File: src/rtl/posit_encode_pipe.sv
// Posit encoder back end: packs sign / total exponent / fraction / sticky into an
// N-bit posit with round-to-nearest-even. Two register stages, valid/ready on both sides.
module posit_encode_pipe #(
  parameter int unsigned N              = 16,
  parameter int unsigned ES             = 1,
  parameter int unsigned TE_BITS        = 8,
  parameter int unsigned FRAC_FULL_SIZE = 32
) (
  input  logic                      clk_i,
  input  logic                      rst_i,
  input  logic                      in_valid_i,
  output logic                      in_ready_o,
  input  logic                      is_zero_i,
  input  logic                      is_nar_i,
  input  logic                      sign_i,
  input  logic [TE_BITS-1:0]        te_i,
  input  logic [FRAC_FULL_SIZE-1:0] frac_i,
  input  logic                      frac_truncated_i,
  output logic                      out_valid_o,
  input  logic                      out_ready_i,
  output logic [N-1:0]              posit_o
);

  // Exponent field is carried as at least one bit so ES = 0 still elaborates.
  localparam int unsigned EW = (ES > 0) ? ES : 1;
  localparam int unsigned TW = TE_BITS + 1;
  // Body string: terminator, exponent, fraction, then N zero bits of headroom for the
  // regime run shifted in from the top.
  localparam int unsigned W  = N + EW + FRAC_FULL_SIZE + 1;
  localparam int unsigned FF = FRAC_FULL_SIZE;

  localparam logic signed [TW-1:0] KMax = TW'(N - 2);
  localparam logic signed [TW-1:0] KMin = -KMax;

  logic adv1, adv2;

  // Stage 1 registers
  logic              s1_valid_q, s1_valid_d;
  logic              s1_nar_q, s1_nar_d;
  logic              s1_zero_q, s1_zero_d;
  logic              s1_sign_q, s1_sign_d;
  logic              s1_sat_hi_q, s1_sat_hi_d;
  logic              s1_sat_lo_q, s1_sat_lo_d;
  logic              s1_rpos_q, s1_rpos_d;
  logic [TW-1:0]     s1_rlen_q, s1_rlen_d;
  logic [EW-1:0]     s1_e_q, s1_e_d;
  logic [FF-1:0]     s1_frac_q, s1_frac_d;
  logic              s1_trunc_q, s1_trunc_d;

  // Stage 2 registers
  logic              s2_valid_q, s2_valid_d;
  logic [N-1:0]      posit_q, posit_d;

  logic signed [TW-1:0] te_ext;
  logic signed [TW-1:0] k;

  assign adv2       = !s2_valid_q | out_ready_i;
  assign adv1       = !s1_valid_q | adv2;
  assign in_ready_o = adv1;

  // Stage 1: split te into regime k and exponent e, decide saturation and run length
  always_comb begin
    te_ext      = $signed({te_i[TE_BITS-1], te_i});
    k           = te_ext >>> ES;
    s1_valid_d  = adv1 ? in_valid_i : s1_valid_q;
    s1_nar_d    = s1_nar_q;
    s1_zero_d   = s1_zero_q;
    s1_sign_d   = s1_sign_q;
    s1_sat_hi_d = s1_sat_hi_q;
    s1_sat_lo_d = s1_sat_lo_q;
    s1_rpos_d   = s1_rpos_q;
    s1_rlen_d   = s1_rlen_q;
    s1_e_d      = s1_e_q;
    s1_frac_d   = s1_frac_q;
    s1_trunc_d  = s1_trunc_q;
    if (adv1 && in_valid_i) begin
      s1_nar_d    = is_nar_i;
      s1_zero_d   = is_zero_i;
      s1_sign_d   = sign_i;
      s1_sat_hi_d = (k >= KMax);
      s1_sat_lo_d = (k < KMin);
      s1_rpos_d   = !k[TW-1];
      // Saturated results ignore the body, so the shift is parked at zero.
      if ((k >= KMax) || (k < KMin)) begin
        s1_rlen_d = '0;
      end else if (!k[TW-1]) begin
        s1_rlen_d = k + TW'(1);
      end else begin
        s1_rlen_d = -k;
      end
      s1_e_d      = te_i[EW-1:0];
      s1_frac_d   = frac_i;
      s1_trunc_d  = frac_truncated_i;
    end
  end

  // Stage 1 state register
  always_ff @(posedge clk_i) begin
    if (rst_i) begin
      s1_valid_q  <= 1'b0;
      s1_nar_q    <= 1'b0;
      s1_zero_q   <= 1'b0;
      s1_sign_q   <= 1'b0;
      s1_sat_hi_q <= 1'b0;
      s1_sat_lo_q <= 1'b0;
      s1_rpos_q   <= 1'b0;
      s1_rlen_q   <= '0;
      s1_e_q      <= '0;
      s1_frac_q   <= '0;
      s1_trunc_q  <= 1'b0;
    end else begin
      s1_valid_q  <= s1_valid_d;
      s1_nar_q    <= s1_nar_d;
      s1_zero_q   <= s1_zero_d;
      s1_sign_q   <= s1_sign_d;
      s1_sat_hi_q <= s1_sat_hi_d;
      s1_sat_lo_q <= s1_sat_lo_d;
      s1_rpos_q   <= s1_rpos_d;
      s1_rlen_q   <= s1_rlen_d;
      s1_e_q      <= s1_e_d;
      s1_frac_q   <= s1_frac_d;
      s1_trunc_q  <= s1_trunc_d;
    end
  end

  // Exponent+fraction field; with ES = 0 the exponent slot is dropped from the string.
  logic [EW+FF-1:0] ef;
  if (ES > 0) begin : g_exp
    assign ef = {s1_e_q, s1_frac_q};
  end else begin : g_noexp
    assign ef = {s1_frac_q, 1'b0};
  end

  logic [W-1:0]   body_init, body;
  logic [N-2:0]   u, mag;
  logic           guard, sticky, round_up;
  logic [N-1:0]   pos_mag;

  // Stage 2: build regime string, round to nearest even, saturate, apply sign and flags
  always_comb begin
    body_init = {!s1_rpos_q, ef, {N{1'b0}}};
    body      = body_init >> s1_rlen_q;
    if (s1_rpos_q) begin
      body = body | ~({W{1'b1}} >> s1_rlen_q);
    end
    u        = body[W-1 -: N-1];
    guard    = body[W-N];
    sticky   = (|body[W-N-1:0]) | s1_trunc_q;
    round_up = guard & (u[0] | sticky);
    if (&u) begin
      mag = u;
    end else begin
      mag = u + {{(N-2){1'b0}}, round_up};
    end
    if (mag == '0) begin
      mag = {{(N-2){1'b0}}, 1'b1};
    end
    if (s1_sat_hi_q) begin
      mag = {(N-1){1'b1}};
    end else if (s1_sat_lo_q) begin
      mag = {{(N-2){1'b0}}, 1'b1};
    end
    pos_mag = {1'b0, mag};

    s2_valid_d = adv2 ? s1_valid_q : s2_valid_q;
    posit_d    = posit_q;
    if (adv2 && s1_valid_q) begin
      if (s1_nar_q) begin
        posit_d = {1'b1, {(N-1){1'b0}}};
      end else if (s1_zero_q) begin
        posit_d = '0;
      end else if (s1_sign_q) begin
        posit_d = -pos_mag;
      end else begin
        posit_d = pos_mag;
      end
    end
  end

  // Stage 2 / output register
  always_ff @(posedge clk_i) begin
    if (rst_i) begin
      s2_valid_q <= 1'b0;
      posit_q    <= '0;
    end else begin
      s2_valid_q <= s2_valid_d;
      posit_q    <= posit_d;
    end
  end

  assign out_valid_o = s2_valid_q;
  assign posit_o     = posit_q;

endmodule

File: config.mk
export PLATFORM = sky130hd
export DESIGN_NAME = posit_encode_pipe
export DESIGN_NICKNAME = d
export VERILOG_FILES = /design/src/rtl/posit_encode_pipe.sv
export SDC_FILE = /design/constraint.sdc
export NUM_CORES = 1
export LEC_CHECK = 0
export CORE_ASPECT_RATIO = 1.1
export CORE_MARGIN = 4
export CORE_UTILIZATION = 29
export CTS_CLUSTER_DIAMETER = 30
export DETAILED_ROUTE_END_ITERATION = 10
export GPL_ROUTABILITY_DRIVEN = 0
export PLACE_DENSITY_LB_ADDON = 0.05
export SKIP_LAST_GASP = 1
export SLEW_MARGIN = 5
export SYNTH_ARGS = -nofsm -noshare
export SYNTH_HDL_FRONTEND = slang
export SYNTH_SLANG_ARGS = --single-unit
File: constraint.sdc
create_clock -name clk_i -period 7 [get_ports clk_i]
set_input_delay 2.1 -clock clk_i [delete_from_list [all_inputs] [get_ports clk_i]]
set_output_delay 2.1 -clock clk_i [all_outputs]
set_load 0.005 [all_outputs]
==> results of run 1 <==
-- stage by stage --
step	instance area (um^2)	util (%)	total power, mW	hold slack, ps
5_1_grt	7010	35.1	1.40	476
4_1_cts	7010	35.1	1.34	458
2_1_floorplan	5930	-	0.710	437
3_5_place_dp	6710	33.5	0.850	443
6_report	7010	35.1	1.33	449
3_3_place_gp	6710	33.5	0.851	441
-- area by class of cell --
type                       instances  area (um^2)  share of cell area [%]
tap                              252          315                    4.50
multi-input combinational        693         4270                    60.8
clock inverter                     7         82.6                    1.18
clock buffer                       9          225                    3.21
timing repair buffer              75          721                    10.3
sequential                        67         1340                    19.2
inverter                          16         60.1                   0.856
-- layout by cell type (no fill, tap or decap), drive strengths merged, types with 5 or more instances in the layout --
cell,netlist,final
nand2,127,127
nor2,83,83
a21oi,81,81
dfxtp,67,67
clkdlybuf4s50,0,64
o21ai,48,48
nor3,31,31
mux2i,20,20
a22oi,19,19
nand3,18,18
xnor2,18,18
inv,14,18
mux2,15,15
a211oi,13,13
or2,12,12
o32ai,12,12
buf,21,11
o221ai,10,10
nor4,10,10
xor2,9,9
a31oi,9,9
clkbuf,39,9
or3,9,9
nand2b,8,8
o22ai,8,8
nor3b,8,8
o32a,8,8
o31ai,8,8
and2,7,7
or4,6,6
o211ai,6,6
and3,6,6
nor2b,6,6
a22o,5,5
a2111oi,5,5
ha,5,5
-- power breakdown --
part | total [mW] | internal, mW | switching, mW
clock network | 0.481 | 0.282 | 0.199
registers | 0.436 | 0.402 | 0.0342
logic | 0.410 | 0.169 | 0.241
-- logic make-up after synthesis --
family / share of synthesized area [%]
xor+xnor: 3.99
buf+inv: 5.44
simple gates: 27.2
flops: 22.6
mux: 6.60
fa+ha+maj: 1.06
compound gates: 33.0
-- critical path, cell delays in order, from the launching register on --
cell and delay [ps]:
dfxtp_1 530, nor4_1 1190, nand2_1 230, o32ai_4 240, a22oi_2 190, nor4_4 590
nor3_2 160, or4_1 470, a211o_1 310, o41a_1 480, nand2_1 110, inv_1 50
ha_1 190, nor2b_1 140, nand3_1 150, o21ai_0 130, xnor2_1 160, o21ai_0 150
-- metal layers --
layer | vias up | part of all wire [%]
met3 | 50 | 3.4
met5 | - | 0
met1 | 3204 | 42
met2 | 210 | 51
met4 | 0 | 3.7
li1 | 3161 | -
-- registers in the layout, indices dropped and copies added, names as in the netlist --
name,count
s1_sat_lo_q,1
s1_valid_q,1
s1_e_q,1
posit_o,16
s1_rpos_q,1
s1_frac_q,32
s1_nar_q,1
s1_zero_q,1
s1_rlen_q,9
out_valid_o,1
s1_sign_q,1
s1_sat_hi_q,1
s1_trunc_q,1
-- worst paths after layout --
check | from | slack (ps) | end | cells past startpoint
worst max register to register | s1_rlen_q[3]$_SDFFE_PP0P_ | 1460 | posit_o[8]$_SDFFE_PP0P_ | 17
worst min-delay path | posit_o[11]$_SDFFE_PP0P_ | 450 | posit_o[11]$_SDFFE_PP0P_ | 2
worst max-delay path | s1_rlen_q[3]$_SDFFE_PP0P_ | 1460 | posit_o[8]$_SDFFE_PP0P_ | 17
worst min register to register | posit_o[11]$_SDFFE_PP0P_ | 450 | posit_o[11]$_SDFFE_PP0P_ | 2
==> results by group, run 1 <==
GRT
  – Met3 Use GR: about 2.8%
  – Antenna violations before repair: 0
  – Met2 usage in global routing: 33.4%
  – Vias in the first global route: between 6000 and 7000
  – GRT Max-Usage Layer: met2
  – First-pass GRT wire length: roughly 35000 um
  – Met1 Resource Use GR: around a quarter
  – Total grt overflow: 0
  – GRT Overall Usage: between 10% and 20%
  – Largest net degree at the start of global routing: roughly 60

Worst hold path
  – Min-delay worst type: flop to flop

Floorplan
  – Die H: between 150 and 200 um
  – FP Rows: 54
  – Die Width: between 100 and 150 um
  – Die area: approximately 0.023 mm^2
  – Total core area: between 0.015 and 0.02 mm^2
  – I/O pin total: 66
  – Starting Density: between 20% and 30%

Clocking
  – CTS root buffer: clkbuf_16
  – Sink Count: 67
  – Clock Tree Buf Depth: 2
  – Total CTS buffers: 9
  – CTS tree: yes
  – Worst-Skew Late Latency: around 350 ps
  – Clk pin slew, worst setup/hold paths: about 70 ps
  – Hold_buf cts: 0
  – Setup bufs post-CTS: 0
  – H-tree levels: 3
  – # resized after CTS: 0

Synthesis
  – Post-synthesis sequential area ratio: between 20% and 30%
  – Mapped cell area: between 0.005 and 0.006 mm^2
  – Yosys warns: 0
  – Most used DFF post-synth: dfxtp_1
  – Post-synthesis register bit count: 67
  – Count leader, synth: nand2_1
  – Synth top area share: between 20% and 30%
  – Async SR Flop Fraction: 0%
  – Cells after Synth: between 800 and 900
  – Yosys cell types: 77
  – Syn Nets: just under 900
  – Avg Inst Size Synth: 7.09 um^2
  – Most frequent cells after synthesis: nand2_1 (127), nor2_1 (83), a21oi_1 (81)
  – Area leader, netlist: dfxtp_1
  – Top cells by area, synth: dfxtp_1 (23%), nand2_1 (8.0%), a21oi_1 (6.8%)
  – Number of synthesized flops with an enable pin: 0

Drt
  – Wirelength per Cell: a little over 20 um
  – Router iterations before antenna repair: 5
  – DR DRC count: 0
  – Antenna Nets Post-Route: 0
  – Iteration-0 DRC Markers: ~350
  – DR vias: approximately 6600
  – Drt via density: roughly 6
  – Detailed Route WL: ~23000 um

Finish
  – Share of layout cells above drive strength 1: around 8.0%
  – Finished Layout Cells: around 1100
  – Fin nets: a little over 900
  – # fillers: 2200
  – Diode count: 0
  – Layout Area Growth over Synthesis: 18.3%

Placed design
  – Final HPWL DP: between 15000 and 20000 um
  – Port buffer count: 65
  – Pre-CTS WS: around 1600 ps
  – Placed insts: between 1000 and 1500

Worst setup path
  – CP Launch Type: flop
  – Crit. End Element: flop
  – WP data arrival: 5810 ps
  – Critical Path RT: approximately 7300 ps
  – CP max FO: 21
  – Kind of critical path: flop to flop

Run status
  – Run status: finished clean

Power
  – Power density of the placed cells: 189 mW/mm^2
  – Worst vdd ir: roughly 0.11 mV
  – Lkg Pwr: 2.46 nW

Timing
  – Final Cycle Share: approximately 79%
  – Fin Setup TNS: 0 ps
  – Clock skew: roughly 13 ps
  – Endpoints failing setup: 0
  – Pins Over Slew Limit: 0
  – Rel. slew slack: around 11%
  – Hold Fails Final Rpt: 0
  – Unrepaired setup endpoints after global routing: false
  – Post-route worst setup slack: 1460 ps
  – Maximum clock rate: approximately 180 MHz
  – Final Critical Period: ~5500 ps
  – Worst-Margin Slew: around 1300 ps

Flow run
  – Max-Cap Viols: 0
(Power assumes the default switching activity.)
==> run 2, diff against run 1 <==
clock period = 5.8 ns   (was 7 ns; I/O delays follow)
==> run 2 against run 1 <==
Against the previous run:
- cell area rose by 0.64%
- via count fell by 0.24%
- critical path depth rose by 3
- worst hold slack got worse by 1.6 ps
- clock-buffer cell count did not move
- wire length fell by 0.81%
- maximum frequency rose by 6.0%
- clock skew fell by 3.1 ps
- largest cell class unchanged
- utilization rose by 0.23 points
- critical endpoint unchanged
==> results by group, run 2 (synthesis results as in run 1) <==
Run status
  – Run status: finished clean

Clocking
  – Clock Tree Buf Depth: 2 (unchanged)
  – # resized after CTS: 0 (unchanged)
  – Setup bufs post-CTS: 0 (unchanged)
  – Worst-Skew Late Latency: 340 ps (about the same)
  – H-tree levels: 3 (unchanged)
  – Sink Count: 67 (unchanged)
  – CTS root buffer: clkbuf_16
  – Total CTS buffers: 9 (unchanged)
  – Clk pin slew, worst setup/hold paths: 70 ps (about the same)
  – Hold_buf cts: 0 (unchanged)
  – CTS tree: yes

Timing
  – Pins Over Slew Limit: 0 (unchanged)
  – Unrepaired setup endpoints after global routing: false
  – Fin Setup TNS: 0 ps (unchanged)
  – Rel. slew slack: 26.2% (+15 points)
  – Hold Fails Final Rpt: 0 (unchanged)
  – Endpoints failing setup: 0 (unchanged)
  – Maximum clock rate: 191 MHz (+6.0%)
  – Clock skew: 10.1 ps (-3.10 ps)
  – Worst-Margin Slew: 1110 ps (-216 ps)
  – Final Critical Period: 5230 ps (-311 ps)
  – Final Cycle Share: 90.2% (+11 points)

Worst setup path
  – Largest stage delay on the critical path: 710 ps (-480 ps)
  – Crit path max-delay family: simple AND/OR/NAND/NOR gates
  – Buf+Inv Stages, Crit Path: 1 (unchanged)
  – CP Launch Type: flop
  – Kind of critical path: flop to flop
  – WP data arrival: 5500 ps (-310 ps)
  – Critical Path RT: 6070 ps (-1200 ps)
  – CP max FO: 18 (-14%)
  – Crit. End Element: flop
  – CP max stage cell: or3b_1
  – Crit path cell chain: or3b_1 > o32a_4 > mux2i_1 > o211a_1 > nor2_1 > nor2_1 > ha_1 > and2_1 > a21oi_1 > or4_1 > a211o_1 > o41a_1 > nand2_1 > inv_1 > ha_1 > nor2b_1 > nand3_1 > o21ai_0 > xnor2_1 > o21ai_0
  – Worst setup startpoint: s1_rlen_q[8]$_SDFFE_PP0P_
  – RR Startpoint: s1_rlen_q[8]$_SDFFE_PP0P_

Placed design
  – Final HPWL DP: 17500 um (+2.2%)
  – Placed Area: 0.00677 mm^2 (+1.0%)
  – Placed insts: 1112 (+0.82%)
  – Port buffer count: 65 (unchanged)

Floorplan
  – I/O pin total: 66 (unchanged)
  – FP Rows: 54 (unchanged)
  – Die Width: 144 um (unchanged)
  – Die area: 0.0228 mm^2 (unchanged)
  – Total core area: 0.0200 mm^2 (unchanged)
  – Die H: 158 um (unchanged)
  – Starting Density: 29.6% (unchanged)

Finish
  – Reg with most FFs: s1_frac_q
  – Most common cell after layout, fill and taps aside: nand2_1
  – Largest register FFs: 32 (unchanged)
  – # fillers: 2160 (-1.8%)
  – Fin nets: 924 (+0.98%)
  – Layout Area Growth over Synthesis: 19.0%
  – Most frequent cells in the layout: nand2_1 (127), nor2_1 (83), a21oi_1 (81), dfxtp_1 (65), clkdlybuf4s50_1 (64)
  – Fin area: 0.00706 mm^2 (+0.64%)
  – Share of layout cells above drive strength 1: 8.90% (+0.95 points)
  – Diode count: 0 (unchanged)
  – Finished Layout Cells: 1128 (+0.80%)

Drt
  – Antenna Nets Post-Route: 0 (unchanged)
  – Detailed Route WL: 22400 um (-0.81%)
  – Wirelength per Cell: 19.8 um (-1.6%)
  – DR DRC count: 0 (unchanged)
  – DR vias: 6609 (-0.24%)
  – Drt via density: 5.86 (-1.0%)
  – Router iterations before antenna repair: 5 (unchanged)
  – Iteration-0 DRC Markers: 437 (+23%)

Power
  – Power density of the placed cells: 220 mW/mm^2 (+16%)
  – Worst vdd ir: 0.157 mV (+44%)
  – Lkg Pwr: 2.49 nW (+1.3%)

GRT
  – Largest net degree at the start of global routing: 61 (unchanged)
  – Vias in the first global route: 6137 (-2.8%)
  – GRT Overall Usage: 19.0% (-0.39 points)
  – First-pass GRT wire length: 34000 um (-2.6%)
  – Antenna violations before repair: 0 (unchanged)
  – Total grt overflow: 0 (unchanged)

Worst hold path
  – Min-delay worst type: flop to flop
  – Hold path startpoint: posit_o[3]$_SDFFE_PP0P_

Flow run
  – Max-Cap Viols: 0 (unchanged)
-- run 2: layout make-up --
class	count	area (um^2)	area share, %
repair buffers	84	788	11.2
clock inverters	7	60.1	0.851
clock buffers	9	225	3.19
inverters	16	60.1	0.851
well taps	252	315	4.47
flip-flops and latches	67	1340	19.0
multi-input cells	693	4270	60.4
-- run 2: where the power goes --
| part | switching (mW) | internal [mW] | leakage, nW | total (mW) |
|---|---|---|---|---|
| logic | 0.295 | 0.208 | 1.81 | 0.504 |
| clock network | 0.233 | 0.297 | 0.131 | 0.529 |
| registers | 0.0366 | 0.486 | 0.550 | 0.522 |
-- run 2: metal layers --
| metal | track usage [%] | vias up | routed length (um) |
|---|---|---|---|
| li1 | - | 3191 | - |
| met1 | 23.1 | 3111 | 9130 |
| met2 | 33.9 | 254 | 11500 |
| met3 | 2.75 | 53 | 1000 |
| met4 | 6.84 | 0 | 741 |
| met5 | 0 | - | 0 |
-- run 2: final timing paths --
| path | slack, ps | endpoint | cells past startpoint |
|---|---|---|---|
| worst max-delay path | 570 | posit_o[8]$_SDFFE_PP0P_ | 20 |
| worst min-delay path | 450 | posit_o[3]$_SDFFE_PP0P_ | 2 |
| worst min register to register | 450 | posit_o[3]$_SDFFE_PP0P_ | 2 |
| worst max register to register | 570 | posit_o[8]$_SDFFE_PP0P_ | 20 |
-- run 2: worst min-delay path, stage by stage, from the launching register on --
cell	delay, ps
dfxtp_1	310
nand2_1	50
o21ai_1	50
-- run 2: through the flow --
stage	utilization [%]	hold slack (ps)	total power, mW	setup slack, ps
final	35.3	447	1.56	571
after global routing	35.3	476	1.64	199
after CTS	35.3	453	1.57	614
after detailed placement	33.9	444	1.03	619
after global placement	33.9	442	1.03	591
after floorplan	-	437	0.857	1300
==> RTL change, RTL diff (config.mk and constraints of run 1) <==
Change the parameter `FRAC_FULL_SIZE` from 32 to 64.
--- a/src/rtl/posit_encode_pipe.sv
+++ b/src/rtl/posit_encode_pipe.sv
@@ -6,3 +6,3 @@
   parameter int unsigned TE_BITS        = 8,
-  parameter int unsigned FRAC_FULL_SIZE = 32
+  parameter int unsigned FRAC_FULL_SIZE = 64
 ) (
Interface: changed (resized frac_i); port bits go from 66 to 98. The function was not compared with the original's and may differ.
==> RTL change against run 1 <==
  * Maximum frequency fell by 9.6%
  * Routed wire length rose by 82%
  * Power rose by 42%
  * Cell area rose by 59%
  * Clock skew rose by 19 ps
  * Worst setup slack got worse by 590 ps
  * Via count rose by 62%
  * Die area rose by 56%
  * Sequential cell count rose by 32
  * First-iteration DRC count rose to 2.5 times the old value
  * Area after synthesis rose by 60%
  * Critical path type unchanged
  * Largest cell class unchanged
  * Largest power group is now combinational cells
==> RTL change: results (changes against run 1) <==
GR Util All Layers=0.221 (+0.0274); top cells by area, synth=dfxtp_1 21%, nand2_1 8.4%, a21oi_1 7.1%; max reg flops=64 (+100%); crit-path max cell delay=720 ps (-470 ps); Final Non-Filler Cells=1803 (+61%); compound-cell area share of the yosys netlist=0.325 (-0.00517); Detail Placement HPWL=31100 um (+82%); Syn Nets=1420 (+60%); Final Skew=32.1 ps (+18.9 ps); vias=10700 (+62%); placed cell area=0.0108 mm2 (+62%); post-synthesis cell type count=85 (+10%); Worst-Margin Slew=1030 ps (-290 ps); area share of xor/xnor cells in the synthesized design=0.0185 (-0.0214); slowest CP cell=o41ai_1; status=finished clean; Crit path arrival time=6390 ps (+580 ps); layout cell share with drive strength beyond 1=0.0864 (+0.00683); post-synthesis mux area share=0.104 (+0.0375); mean routed wirelength per cell=22.8 um (+13%); cell-internal power=1.15 mW (+35%); first-pass GRT wire length=62500 um (+79%); Avg Cell Area, Syn=7.10 um2 (about the same); area share of fa/ha/maj cells after synthesis=0.00660 (-0.00395); 1st-iter DRT viols=901 (+150%); min-delay worst type=reg -> reg; commonest cells in the netlist=213 x nand2_1, 134 x a21oi_1, 101 x nor2_1; Max FO, Critical Path=19 (-9.5%); number of diodes=0 (unchanged); Reg with most FFs=s1_frac_q; post-synthesis sequential area ratio=0.209 (-0.0170); Pleak=3.90 nW (+59%); PortBufs=97 (+49%); vias in the first global route=10500 (+66%)
-- RTL change: changes by cell type after synthesis, sizes merged, moves of 23 or more --
cell,delta
clkbuf,+30
a21oi,+53
mux2i,+24
nand2,+86
dfxtp,+32
o22ai,+23
-- RTL change: power by group through the flow --
stage | clock network (mW) | registers (mW) | logic (mW)
3_5_place_dp | 0 | 0.664 | 0.646
2_1_floorplan | 0 | 0.634 | 0.427
3_3_place_gp | 0 | 0.663 | 0.654
6_report | 0.576 | 0.650 | 0.656
5_1_grt | 0.610 | 0.658 | 0.707
4_1_cts | 0.593 | 0.651 | 0.649
-- RTL change: kinds of logic after synthesis --
kind of cell / after synthesis
AOI/OAI and AO/OA: 452
xor gates and xnor gates: 20
adders and majority gates: 5
buffers and inverters: 133
DFF: 99
muxes: 78
and+or+nand+nor: 548
-- RTL change: critical path: cells and delay by family (launching register included) --
kind	cells	cell delay [ps]
adder cells (fa/ha/maj)	1	200
AO/OA/AOI/OAI	4	1330
AND/OR/NAND/NOR	11	3770
flip-flops	1	560
XOR/XNOR	1	140
-- RTL change: final cells by class --
cell class / count / area (um2)
inverter: 23 / 86.3
clock buffer: 9 / 225
sequential: 99 / 1990
multi-input combinational: 1103 / 6960
tap: 426 / 533
fill: 3574 / 21100
clock inverter: 7 / 90.1
timing repair buffer: 136 / 1270
-- RTL change: path summary, 6_finish.rpt --
check | startpoint | end | slack, ps
hold / removal | posit_o[10] | posit_o[10] | 450
setup reg to reg | s1_rlen_q[3] | posit_o[14] | 870
hold reg to reg | posit_o[10] | posit_o[10] | 450
setup / recovery | s1_rlen_q[3] | posit_o[14] | 870
-- RTL change: metal layers --
| metal | vias up | part of all wire | track usage |
|---|---|---|---|
| met3 | 102 | 0.046 | 0.0238 |
| met1 | 5150 | 0.41 | 0.266 |
| met4 | 0 | 0.050 | 0.111 |
| li1 | 5096 | - | - |
| met2 | 390 | 0.49 | 0.393 |
| met5 | - | 0 | 0 |
-- RTL change: metrics by stage --
step	setup slack (ps)	util
2_1_floorplan	2080	-
3_3_place_gp	1150	0.336
3_5_place_dp	965	0.336
4_1_cts	950	0.346
5_1_grt	486	0.346
6_report	874	0.346
